## config.mk

```make
export PLATFORM = sky130hd
export DESIGN_NAME = video_fetch_flat
export DESIGN_NICKNAME = d
export VERILOG_FILES = /design/src/rtl/video_pkg.sv /design/src/rtl/video_fetch_if.sv /design/src/rtl/video_fetch_fifo.sv /design/src/rtl/video_fetch.sv /design/src/flat_wrapper.sv
export SDC_FILE = /design/constraint.sdc
export NUM_CORES = 1
export LEC_CHECK = 0
export BUFFER_PORTS_ARGS = -buffer_cell sky130_fd_sc_hd__buf_2
export CAP_MARGIN = 20
export CORE_MARGIN = 3
export CORE_UTILIZATION = 50
export DETAILED_ROUTE_END_ITERATION = 8
export GPL_ROUTABILITY_DRIVEN = 0
export PLACE_DENSITY_LB_ADDON = 0.15
export SYNTH_ARGS = -nofsm -noshare
export SYNTH_HDL_FRONTEND = slang
export SYNTH_SLANG_ARGS = --single-unit
```

## constraint.sdc

```tcl
create_clock -name clk -period 7.3 [get_ports clk]
set_input_delay 1.46 -clock clk [delete_from_list [all_inputs] [get_ports clk]]
set_output_delay 1.46 -clock clk [all_outputs]
set_load 0.01 [all_outputs]
```

## src/rtl/video_pkg.sv

```systemverilog
// Shared definitions for the video fetch path: fetch FSM encoding and the
// default frame geometry used to size one frame of 32-bit (two-pixel) words.
package video_pkg;

    localparam int H_RES = 640;
    localparam int V_RES = 480;

    // Two 16-bit pixels are packed per 32-bit memory word.
    function automatic int words_per_frame(input int h_res, input int v_res);
        return (h_res * v_res) / 2;
    endfunction

    localparam int WORDS_PER_FRAME_DEF = words_per_frame(H_RES, V_RES);

    typedef enum logic [1:0] {
        FS_IDLE  = 2'd0,
        FS_ISSUE = 2'd1,
        FS_WAIT  = 2'd2,
        FS_DRAIN = 2'd3
    } fetch_state_e;

endpackage

```

## src/rtl/video_fetch_if.sv

```systemverilog
// Burst read port between the video fetcher (master) and the SDRAM arbiter (slave).
interface video_fetch_if #(
    parameter int ADDR_W = 24
);
    // mem_req is held with a stable mem_addr until the one-cycle mem_ack; after the
    // ack exactly one burst of beats follows, each qualified by mem_rvalid, in order.
    logic              mem_req;
    logic [ADDR_W-1:0] mem_addr;
    logic              mem_ack;
    logic [31:0]       mem_rdata;
    logic              mem_rvalid;

    modport master (
        output mem_req,
        output mem_addr,
        input  mem_ack,
        input  mem_rdata,
        input  mem_rvalid
    );

    modport slave (
        input  mem_req,
        input  mem_addr,
        output mem_ack,
        output mem_rdata,
        output mem_rvalid
    );

endinterface

```

## src/rtl/video_fetch_fifo.sv

```systemverilog
// Show-ahead FIFO: rdata presents the head combinationally (zero when empty);
// flush empties it in one cycle. Writes into a full FIFO are excluded upstream.
module video_fetch_fifo #(
    parameter int DEPTH = 32,
    parameter int W     = 32
) (
    input  logic                       clk,
    input  logic                       rst,
    input  logic                       flush,
    input  logic                       push,
    input  logic [W-1:0]               wdata,
    input  logic                       pop,
    output logic [W-1:0]               rdata,
    output logic [$clog2(DEPTH+1)-1:0] count,
    output logic                       empty
);
    localparam int AW = $clog2(DEPTH);

    logic [W-1:0]  mem [DEPTH];
    logic [AW-1:0] wr_ptr;
    logic [AW-1:0] rd_ptr;

    assign empty = (count == '0);
    assign rdata = empty ? '0 : mem[rd_ptr];

    always_ff @(posedge clk) begin
        if (push && !flush) begin
            mem[wr_ptr] <= wdata;
        end
    end

    always_ff @(posedge clk or posedge rst) begin
        if (rst) begin
            wr_ptr <= '0;
            rd_ptr <= '0;
            count  <= '0;
        end else if (flush) begin
            wr_ptr <= '0;
            rd_ptr <= '0;
            count  <= '0;
        end else begin
            if (push) begin
                wr_ptr <= wr_ptr + 1'b1;
            end
            if (pop) begin
                rd_ptr <= rd_ptr + 1'b1;
            end
            case ({push, pop})
                2'b10:   count <= count + 1'b1;
                2'b01:   count <= count - 1'b1;
                default: count <= count;
            endcase
        end
    end

endmodule

```

## src/rtl/video_fetch.sv

```systemverilog
// Framebuffer prefetcher: bursts SDRAM reads into a show-ahead FIFO for the display
// controller and restarts at the frame base on each vblank rise. VIDEO_FETCH_PAGE_FLIP_EN adds fb_base.
module video_fetch
    import video_pkg::*;
#(
    parameter int                ADDR_W          = 24,
    parameter logic [ADDR_W-1:0] FB_BASE         = 24'h000000,
    parameter int                WORDS_PER_FRAME = WORDS_PER_FRAME_DEF,
    parameter int                BURST_LEN       = 8,
    parameter int                FIFO_DEPTH      = 32
) (
    input  logic              clk,
    input  logic              rst,
    input  logic              vblank,
    input  logic              req,
`ifdef VIDEO_FETCH_PAGE_FLIP_EN
    input  logic [ADDR_W-1:0] fb_base,
`endif
    output logic [31:0]       viddata,
    output logic              underflow,
    input  logic              underflow_clr,
    output logic [1:0]        dbg_state,
    video_fetch_if.master     mem
);
    localparam logic [1:0] ST_IDLE  = FS_IDLE;
    localparam logic [1:0] ST_ISSUE = FS_ISSUE;
    localparam logic [1:0] ST_WAIT  = FS_WAIT;
    localparam logic [1:0] ST_DRAIN = FS_DRAIN;

    localparam int CW = $clog2(FIFO_DEPTH + 1);
    localparam int WW = $clog2(WORDS_PER_FRAME + 1);
    localparam int BW = $clog2(BURST_LEN + 1);

    localparam logic [WW-1:0] WPF_W   = WW'(WORDS_PER_FRAME);
    localparam logic [WW-1:0] BURST_W = WW'(BURST_LEN);
    localparam logic [31:0]   ISSUE_LIMIT = 32'(FIFO_DEPTH - BURST_LEN);

    logic [1:0]        state;
    logic [WW-1:0]     words_issued;
    logic [BW-1:0]     beats_out;
    logic [BW-1:0]     beats_nxt;
    logic              vblank_q;
    logic              restart_pend;
    logic              restart_ev;
    logic              issue_ok;
    logic              drain_exit;
    logic [31:0]       used_sum;
    logic [ADDR_W-1:0] base_cur;

    logic              fifo_flush;
    logic              fifo_push;
    logic              fifo_pop;
    logic              fifo_empty;
    logic [CW-1:0]     fifo_count;

    assign restart_ev = vblank & ~vblank_q;
    assign beats_nxt  = beats_out - BW'(mem.mem_rvalid && (beats_out != '0));
    assign drain_exit = (state == ST_DRAIN) && (beats_nxt == '0);

    // Words already in the FIFO plus beats still in flight must leave room for a whole burst.
    assign used_sum = 32'(fifo_count) + 32'(beats_out);
    assign issue_ok = (used_sum <= ISSUE_LIMIT) && (words_issued < WPF_W);

    assign fifo_flush = ((state == ST_IDLE) && restart_ev) || drain_exit;
    assign fifo_push  = mem.mem_rvalid && (state == ST_WAIT);
    assign fifo_pop   = req && !fifo_empty && !restart_ev && !fifo_flush;
    assign dbg_state  = state;

`ifdef VIDEO_FETCH_PAGE_FLIP_EN
    logic [ADDR_W-1:0] base_q;
    logic              first_q;

    // The first cycle after reset uses fb_base directly so frame 0 can start at once.
    assign base_cur = first_q ? fb_base : base_q;

    always_ff @(posedge clk or posedge rst) begin
        if (rst) begin
            base_q  <= FB_BASE;
            first_q <= 1'b1;
        end else begin
            first_q <= 1'b0;
            if (first_q || fifo_flush) begin
                base_q <= fb_base;
            end
        end
    end
`else
    assign base_cur = FB_BASE;
`endif

    video_fetch_fifo #(
        .DEPTH (FIFO_DEPTH),
        .W     (32)
    ) u_fifo (
        .clk   (clk),
        .rst   (rst),
        .flush (fifo_flush),
        .push  (fifo_push),
        .wdata (mem.mem_rdata),
        .pop   (fifo_pop),
        .rdata (viddata),
        .count (fifo_count),
        .empty (fifo_empty)
    );

    always_ff @(posedge clk or posedge rst) begin
        if (rst) begin
            underflow <= 1'b0;
            vblank_q  <= 1'b0;
        end else begin
            underflow <= (req && fifo_empty) || (underflow && !underflow_clr);
            vblank_q  <= vblank;
        end
    end

    always_ff @(posedge clk or posedge rst) begin
        if (rst) begin
            state        <= ST_IDLE;
            mem.mem_req  <= 1'b0;
            mem.mem_addr <= FB_BASE;
            words_issued <= '0;
            beats_out    <= '0;
            restart_pend <= 1'b0;
        end else begin
            case (state)
                ST_IDLE: begin
                    if (restart_ev) begin
                        words_issued <= '0;
                    end else if (issue_ok) begin
                        state        <= ST_ISSUE;
                        mem.mem_req  <= 1'b1;
                        mem.mem_addr <= base_cur + ADDR_W'(words_issued);
                    end
                end
                ST_ISSUE: begin
                    // A restart here cannot withdraw the request; the burst is drained instead.
                    if (mem.mem_ack) begin
                        mem.mem_req  <= 1'b0;
                        words_issued <= words_issued + BURST_W;
                        beats_out    <= BW'(BURST_LEN);
                        restart_pend <= 1'b0;
                        state        <= (restart_pend || restart_ev) ? ST_DRAIN : ST_WAIT;
                    end else if (restart_ev) begin
                        restart_pend <= 1'b1;
                    end
                end
                ST_WAIT: begin
                    beats_out <= beats_nxt;
                    if (restart_ev) begin
                        state <= ST_DRAIN;
                    end else if (beats_nxt == '0) begin
                        state <= ST_IDLE;
                    end
                end
                ST_DRAIN: begin
                    beats_out <= beats_nxt;
                    if (beats_nxt == '0) begin
                        words_issued <= '0;
                        state        <= ST_IDLE;
                    end
                end
                default: state <= ST_IDLE;
            endcase
        end
    end

endmodule
```

## src/flat_wrapper.sv

```systemverilog
// flat-port wrapper written by rule: the top's interface ports become plain ports
module video_fetch_flat import video_pkg::*;
#(
    parameter int                ADDR_W          = 24,
    parameter logic [ADDR_W-1:0] FB_BASE         = 24'h000000,
    parameter int                WORDS_PER_FRAME = WORDS_PER_FRAME_DEF,
    parameter int                BURST_LEN       = 8,
    parameter int                FIFO_DEPTH      = 32
)
  (clk, rst, vblank, req, viddata, underflow, underflow_clr, dbg_state, mem_mem_req, mem_mem_addr, mem_mem_ack, mem_mem_rdata, mem_mem_rvalid);
  video_fetch_if #(.ADDR_W(ADDR_W)) mem_i ();
  input  logic clk;
  input  logic rst;
  input  logic vblank;
  input  logic req;
  output logic [31:0] viddata;
  output logic underflow;
  input  logic underflow_clr;
  output logic [1:0] dbg_state;
  output wire logic [$bits(mem_i.mem_req)-1:0] mem_mem_req;
  output wire logic [$bits(mem_i.mem_addr)-1:0] mem_mem_addr;
  input wire logic [$bits(mem_i.mem_ack)-1:0] mem_mem_ack;
  input wire logic [$bits(mem_i.mem_rdata)-1:0] mem_mem_rdata;
  input wire logic [$bits(mem_i.mem_rvalid)-1:0] mem_mem_rvalid;
  assign mem_mem_req = mem_i.mem_req;
  assign mem_mem_addr = mem_i.mem_addr;
  assign mem_i.mem_ack = mem_mem_ack;
  assign mem_i.mem_rdata = mem_mem_rdata;
  assign mem_i.mem_rvalid = mem_mem_rvalid;
  video_fetch #(.ADDR_W(ADDR_W), .FB_BASE(FB_BASE), .WORDS_PER_FRAME(WORDS_PER_FRAME), .BURST_LEN(BURST_LEN), .FIFO_DEPTH(FIFO_DEPTH)) u_core (.clk(clk), .rst(rst), .vblank(vblank), .req(req), .viddata(viddata), .underflow(underflow), .underflow_clr(underflow_clr), .dbg_state(dbg_state), .mem(mem_i));
endmodule
```

# Yosys cells after proc, flatten, opt, wreduce, memory -nomap -nowiden
# Memories as Yosys holds them, arrays and structs flattened.
# Cells that the tools add are included.
# W data, S select, Z words.
[totals]
word_cells = 98
n_memories = 1
output_inout_bits = 60
inputBits = 39
register_bits = 62
mem_bits_rw = 1024
[classes]
bitwise_logic = 3
eq_ne = 10
muxes = 28
add_sub_neg = 7
magnitude_cmp = 2
n_reduce_logical = 36
[mem_list]
columns = ["memory", "words", "word_bits", "read_ports", "rd_ports_with_merged_regs", "wr", "line_no", "text"]
rows = [
  ["u_core.u_fifo.mem", 32, 32, 1, 0, 1, "video_fetch_fifo.sv:19", "logic [W-1:0] mem [DEPTH];"],
]
[ops]
columns = ["cell", "n"]
rows = [
  ["$mux W18", 3],
  ["$pmux W18 S3", 1],
  ["$le A32 B5 Y1 const B", 1],
  ["$mux W32", 1],
  ["$mux W5", 4],
  ["$add A18 B4 Y18 const B", 1],
  ["$lt A18 B18 Y1 const B", 1],
  ["$pmux W6 S2", 1],
  ["$logic_and A1 B1 Y1", 11],
  ["$add A5 B1 Y5 const B", 2],
  ["$mux W2", 5],
  ["$reduce_bool A2 Y1", 5],
  ["$mux W1", 8],
  ["$pmux W2 S4", 1],
  ["$pmux W4 S2", 1],
  ["$reduce_and A4 Y1", 2],
  ["$add A6 B4 Y7", 1],
  ["$add A6 B1 Y6 const B", 1],
  ["$eq A2 B2 Y1 const B", 3],
  ["$logic_not A6 Y1", 1],
  ["$mux W6", 1],
  ["$ne A2 B2 Y1 const B", 3],
  ["$reduce_and A3 Y1", 2],
  ["$reduce_bool A3 Y1", 2],
  ["other kinds (15)", 24],
]

# Logic depth before layout (Yosys ltp)
[logic_depth]
ltp_word = 11
depth_mapped = 17
depth_no_buf = 16

# Modules after synthesis
# A second synthesis with hierarchy kept.
[unflattened]
hier_cells = 2024
hier_area_um2 = 42174.2
[by_module_without_submodules]
columns = ["mod", "cells_per_inst", "instances", "area_per_inst_um2", "seq_area_each_um2"]
rows = [
  ["video_fetch_fifo", 1820, 1, 39984.6, 31149.9],
  ["video_fetch", 204, 1, 2189.6, 1001.0],
]

# Worst setup path after synthesis
# No wires, ideal clock.
[synth_path]
kind = "input -> register"
from = "input mem_mem_rvalid"
to = "register u_core.u_fifo.count[4]"
setup_time_ns = 0.078
stages = 17
required_time_ns = 7.222
arrival_ns = 4.214
slack_ns = 3.008
path_buffers = 1
path_cell_list = "o41a_1 -> ha_1 -> ha_1 -> xnor2_1 -> and3_1 -> nand4_1 -> nand2_1 -> inv_1 -> ha_1 -> clkbuf_1 -> xor2_1 -> ha_1 -> a211o_1 -> a21oi_1 -> a221oi_1 -> or3_1 -> a21oi_1"
[synth_between]
elab_chain_len = 10
word_cells_on_any_way = 13
cone_classes = "add/sub (1); eq/ne (2); mux (2); reduce/logical (8)"
[synth_rtl]
columns = ["item", "line_no", "text"]
rows = [
  ["start, declared", "flat_wrapper.sv:24", "input wire logic [$bits(mem_i.mem_rvalid)-1:0] mem_mem_rvalid;"],
  ["$logic_and A1 B1 Y1", "video_fetch.sv:57", "assign beats_nxt = beats_out - BW'(mem.mem_rvalid && (beats_out != '0));"],
  ["$sub A4 B1 Y4", "video_fetch.sv:57", ""],
  ["$logic_not A4 Y1", "video_fetch.sv:58", "assign drain_exit = (state == ST_DRAIN) && (beats_nxt == '0);"],
  ["$logic_and A1 B1 Y1", "video_fetch.sv:58", ""],
  ["$logic_or A1 B1 Y1", "video_fetch.sv:64", "assign fifo_flush = ((state == ST_IDLE) && restart_ev) || drain_exit;"],
  ["$logic_not A1 Y1", "video_fetch.sv:66", "assign fifo_pop = req && !fifo_empty && !restart_ev && !fifo_flush;"],
  ["$logic_and A1 B1 Y1", "video_fetch.sv:66", ""],
  ["$eq A2 B1 Y1 / $eq A2 B2 Y1 (equally long branches)", "video_fetch_fifo.sv:48", "case ({push, pop})"],
  ["$pmux W6 S2", "video_fetch_fifo.sv:48", ""],
  ["$mux W6", "video_fetch_fifo.sv:37", "end else if (flush) begin"],
  ["end signal, assigned", "video_fetch_fifo.sv:49", "2'b10: count <= count + 1'b1;"],
  ["end signal, assigned", "video_fetch_fifo.sv:50", "2'b01: count <= count - 1'b1;"],
  ["end signal, assigned", "video_fetch_fifo.sv:51", "default: count <= count;"],
  ["end, declared", "video_fetch_fifo.sv:14", "output logic [$clog2(DEPTH+1)-1:0] count,"],
]
# Several ways; a longest one is shown, not always the timed one.
# A chain may end at the register's enable or synchronous reset.

# Worst setup path after layout
[layout_path]
from = "register u_core.u_fifo.rd_ptr[1]"
to = "output viddata[8]"
[layout_between]
elab_chain_len = 2
[layout_rtl]
columns = ["item", "line_no", "text"]
rows = [
  ["start, declared", "video_fetch_fifo.sv:21", "logic [AW-1:0] rd_ptr;"],
  ["start signal, assigned", "video_fetch_fifo.sv:46", "rd_ptr <= rd_ptr + 1'b1;"],
  ["$mem_v2 Z32 W32", "--", ""],
  ["$mux W32", "video_fetch_fifo.sv:24", "assign rdata = empty ? '0 : mem[rd_ptr];"],
  ["end, declared", "flat_wrapper.sv:16", "output logic [31:0] viddata;"],
]
# No other way between the ends.

==> key figures <==
Synth
  – Post-synthesis adder-cell area fraction: 0.5269%
  – Largest cells by area after synthesis: edfxtp_1, mux4_2, dfrtp_1
  – Synthesized area: ~42000 um2
  – Synth top area share: between 70% and 80%
  – Syn avg cell area: around 21 um2
  – Area share of xor/xnor cells in the synthesized design: less than 1%
  – Main synth FF type: edfxtp_1
  – Cells after Synth: 1979
  – Yosys warning count: 0
  – Most frequent cells after synthesis: edfxtp_1, mux4_2, nor2_1
  – Area leader, netlist: edfxtp_1
  – #FFs+latches synth: between 1000 and 1500
  – Largest family of logic cells by synthesized area: multiplexers
  – Post-synthesis mux area share: 14.35%
  – Synth Area in Compound Gates: 3.712%
  – Share of synthesized registers carrying an async set or reset: between 5 and 6%
  – Post-synth EDFFs: roughly 1000
  – Seq/Total Area, Yosys: around three quarters
  – Netlist cell types: slightly below 60
  – Post-Synth Simple-Gate Area: 2.395%
  – Count leader, synth: edfxtp_1

Setup path
  – Buf/Inv on CP: 2
  – Cell chain of the critical path: buf_4, mux4_2, o22ai_1, nor2_1, a22o_1, buf_2
  – Top Family by Delay on Critical Path: buffers and inverters
  – R2r setup slk: 3.27 ns
  – WS Path Type: reg2out
  – Crit Path Max Fanout: 46
  – Crit start category: flip-flop
  – Crit-path max cell delay: slightly above 0.8 ns
  – Critical Path Stages: 6
  – Worst Path Required: just under 6 ns
  – Slowest cell on crit path: dfrtp_4
  – Worst R2R Path Depth: 16
  – Crit path DAT: 3.63 ns
  – Reg2reg end: u_core.u_fifo.count[4]$_DFFE_PP0P_
  – CP endpoint kind: output port
  – Worst r2r src: u_core.beats_out[2]$_DFFE_PP0P_

Power and ir drop
  – Pwr Density: ~360 nW/um2
  – Pleak: ~0.015 uW
  – Worst VDD drop: 0.2948 mV

Clock network
  – CTS Hold Bufs: 0
  – Longest Clk Path Bufs: 3
  – Post-cts resize count: 0
  – Htree depth: 3
  – Latest clock arrival within the worst-skew pair: around 0.67 ns
  – CTS tree: done
  – CTS sink count: ~1100
  – CTS clk-pin slew, worst paths: ~0.06 ns
  – Post-CTS Setup Inserts: 0
  – CTS Root Cell: clkbuf_16
  – TritonCTS Buffers: 112

Hold path
  – Hold Path Class: reg2reg
  – Worst min-delay path endpoint: u_core.mem.mem_addr[13]$_DFFE_PP0P_
  – Worst Hold Depth: 1
  – Hold Crit Start: u_core.mem.mem_addr[13]$_DFFE_PP0P_

STA
  – Tightest Pin Transition: 1.104 ns
  – Period utilization: between 60% and 70%
  – Clock Skews: 0.02276 ns
  – Count of final setup violators: 0
  – Slew Viols, Final: 0
  – TNS Setup: 0 ns
  – Final Hold Viols: 0
  – Slew Limit Headroom: between 20% and 30%
  – Max Fclk: between 0.15 and 0.2 GHz
  – Minimum clock period: ~5.1 ns
  – RSZ-0062 raised after global routing: no

Floorplan
  – Initial Utilization: around 51%
  – Die H: 295.1 um
  – Die Area: 87100 um2
  – Die Wd: between 200 and 300 um
  – Placeable Area: around 83000 um2
  – IO Pins: 99
  – Cell row count: around 110

GRT
  – Initial antenna violation count: 2
  – Remaining global-route overflow: 0
  – First-pass GRT wire length: 145400 um
  – Overall routing resource usage: a little under a quarter
  – Vias in the first global route: 21160
  – Largest net degree at the start of global routing: 80

Run status
  – Status: finished clean

Detailed routing
  – Initial drt markers: around 1900
  – Detail-routed via count per cell: roughly 6.2
  – 1st-pass router iterations: 5
  – WL final: 98580 um
  – ANT nets after route: 0
  – Post-DR wirelength/cell: 29.96 um
  – Vias: around 20000
  – DRC violations left: 0

Placement
  – Post-DP Area: roughly 44000 um2
  – Post-DP HPWL: approximately 52000 um
  – Buffers on Ports: 89

Layout
  – Area Overhead vs Synth: 13.27%
  – Final instance area: 47340 um2
  – Layout cells sized above 1: 27.82%
  – # nets final: about 2200

Flow run
  – Max Cap Violations: 0
## cell type report
cell class / instances / area (um2)
fill: 6036 / 35160
sequential: 1080 / 32160
multi-input combinational: 768 / 9330
clock buffer: 135 / 2889
tap: 1070 / 1339
timing repair buffer: 143 / 900.9
clock inverter: 73 / 643.1
inverter: 19 / 71.32
antenna: 2 / 5.005
## flip-flops by register name, summed over array words and instances (netlist names)
signal	flops
u_core.u_fifo.mem	1024
u_core.mem.mem_addr	15
u_core.words_issued	15
u_core.u_fifo.count	6
u_core.u_fifo.rd_ptr	5
u_core.u_fifo.wr_ptr	5
u_core.beats_out	4
u_core.dbg_state	2
u_core.mem.mem_req	1
u_core.restart_pend	1
u_core.underflow	1
u_core.vblank_q	1
## power breakdown
part	internal [uW]	switching, uW
registers	6930	265
clock network	3200	2290
logic	1980	2430
## routing by layer
metal | GRT usage, % | wire [um] | vias to the layer above
met3 | 3.155 | 5814 | 147
met4 | 6.818 | 2435 | 0
met5 | 0 | 0 | -
li1 | - | - | 8543
met2 | 38.20 | 49490 | 696
met1 | 32.71 | 40840 | 11040
## logic make-up after synthesis
logic type / after synthesis
DFF: 1080
muxes: 274
and+or+nand+nor: 226
AOI/OAI and AO/OA: 216
buffers and inverters: 139
xor gates and xnor gates: 26
adders and majority gates: 17
other: 1
## worst reg2reg max path: cells and delay by family (launching register included)
kind                     cells  cell delay, ns
XOR/XNOR                     2            0.35
buffers and inverters        1            0.08
flip-flops                   1            0.47
AND/OR/NAND/NOR              4            1.02
adder cells (fa/ha/maj)      4            0.99
AO/OA/AOI/OAI                5            1.06
## cells in the final DEF (no fill, tap or decap), types with 4 or more instances in the layout
master,count
o22ai_1,69
mux2_1,6
nand4_1,6
mux4_2,256
xor2_1,13
clkinv_2,24
clkinv_1,31
nor3_1,5
a22o_1,32
nor2_1,74
conb_1,9
nor2_4,33
clkbuf_16,112
a211oi_1,5
mux2_4,9
nand2_1,61
clkbuf_1,23
buf_12,4
buf_2,89
xnor2_1,13
buf_4,50
dfrtp_1,53
ha_1,16
inv_1,18
nand3_1,13
o21ai_0,14
bufinv_16,11
edfxtp_1,1024
a22oi_1,64
a21oi_1,6
nand3b_1,5
## per-stage QoR
step	utilization [%]	setup WS, ns	hold slack [ns]	instances	total power (uW)
CTS	57.37	2.083	0.4890	3288	17270
global placement	53.09	2.580	0.4714	3080	11750
finish	57.38	2.209	0.4830	3290	17080
detailed placement	53.09	2.515	0.4755	3080	11800
global route	57.38	2.026	0.5028	3289	17820
floorplan	-	3.008	0.4636	1987	10290
## worst max-delay path by stage
| stage | start | to | slack [ns] |
|---|---|---|---|
| floorplan | mem_mem_rvalid | u_core.u_fifo.count[4]$_DFFE_PP0P_ | 3.01 |
| global placement | mem_mem_rvalid | u_core.u_fifo.count[4]$_DFFE_PP0P_ | 2.58 |
| detailed placement | mem_mem_rvalid | u_core.u_fifo.count[4]$_DFFE_PP0P_ | 2.51 |
| CTS | u_core.u_fifo.rd_ptr[1]$_DFFE_PP0P_ | viddata[8] | 2.08 |
| global route | u_core.u_fifo.rd_ptr[1]$_DFFE_PP0P_ | viddata[8] | 2.03 |
| finish | u_core.u_fifo.rd_ptr[1]$_DFFE_PP0P_ | viddata[8] | 2.21 |
Note: power is estimated with default switching activity, not from simulation.
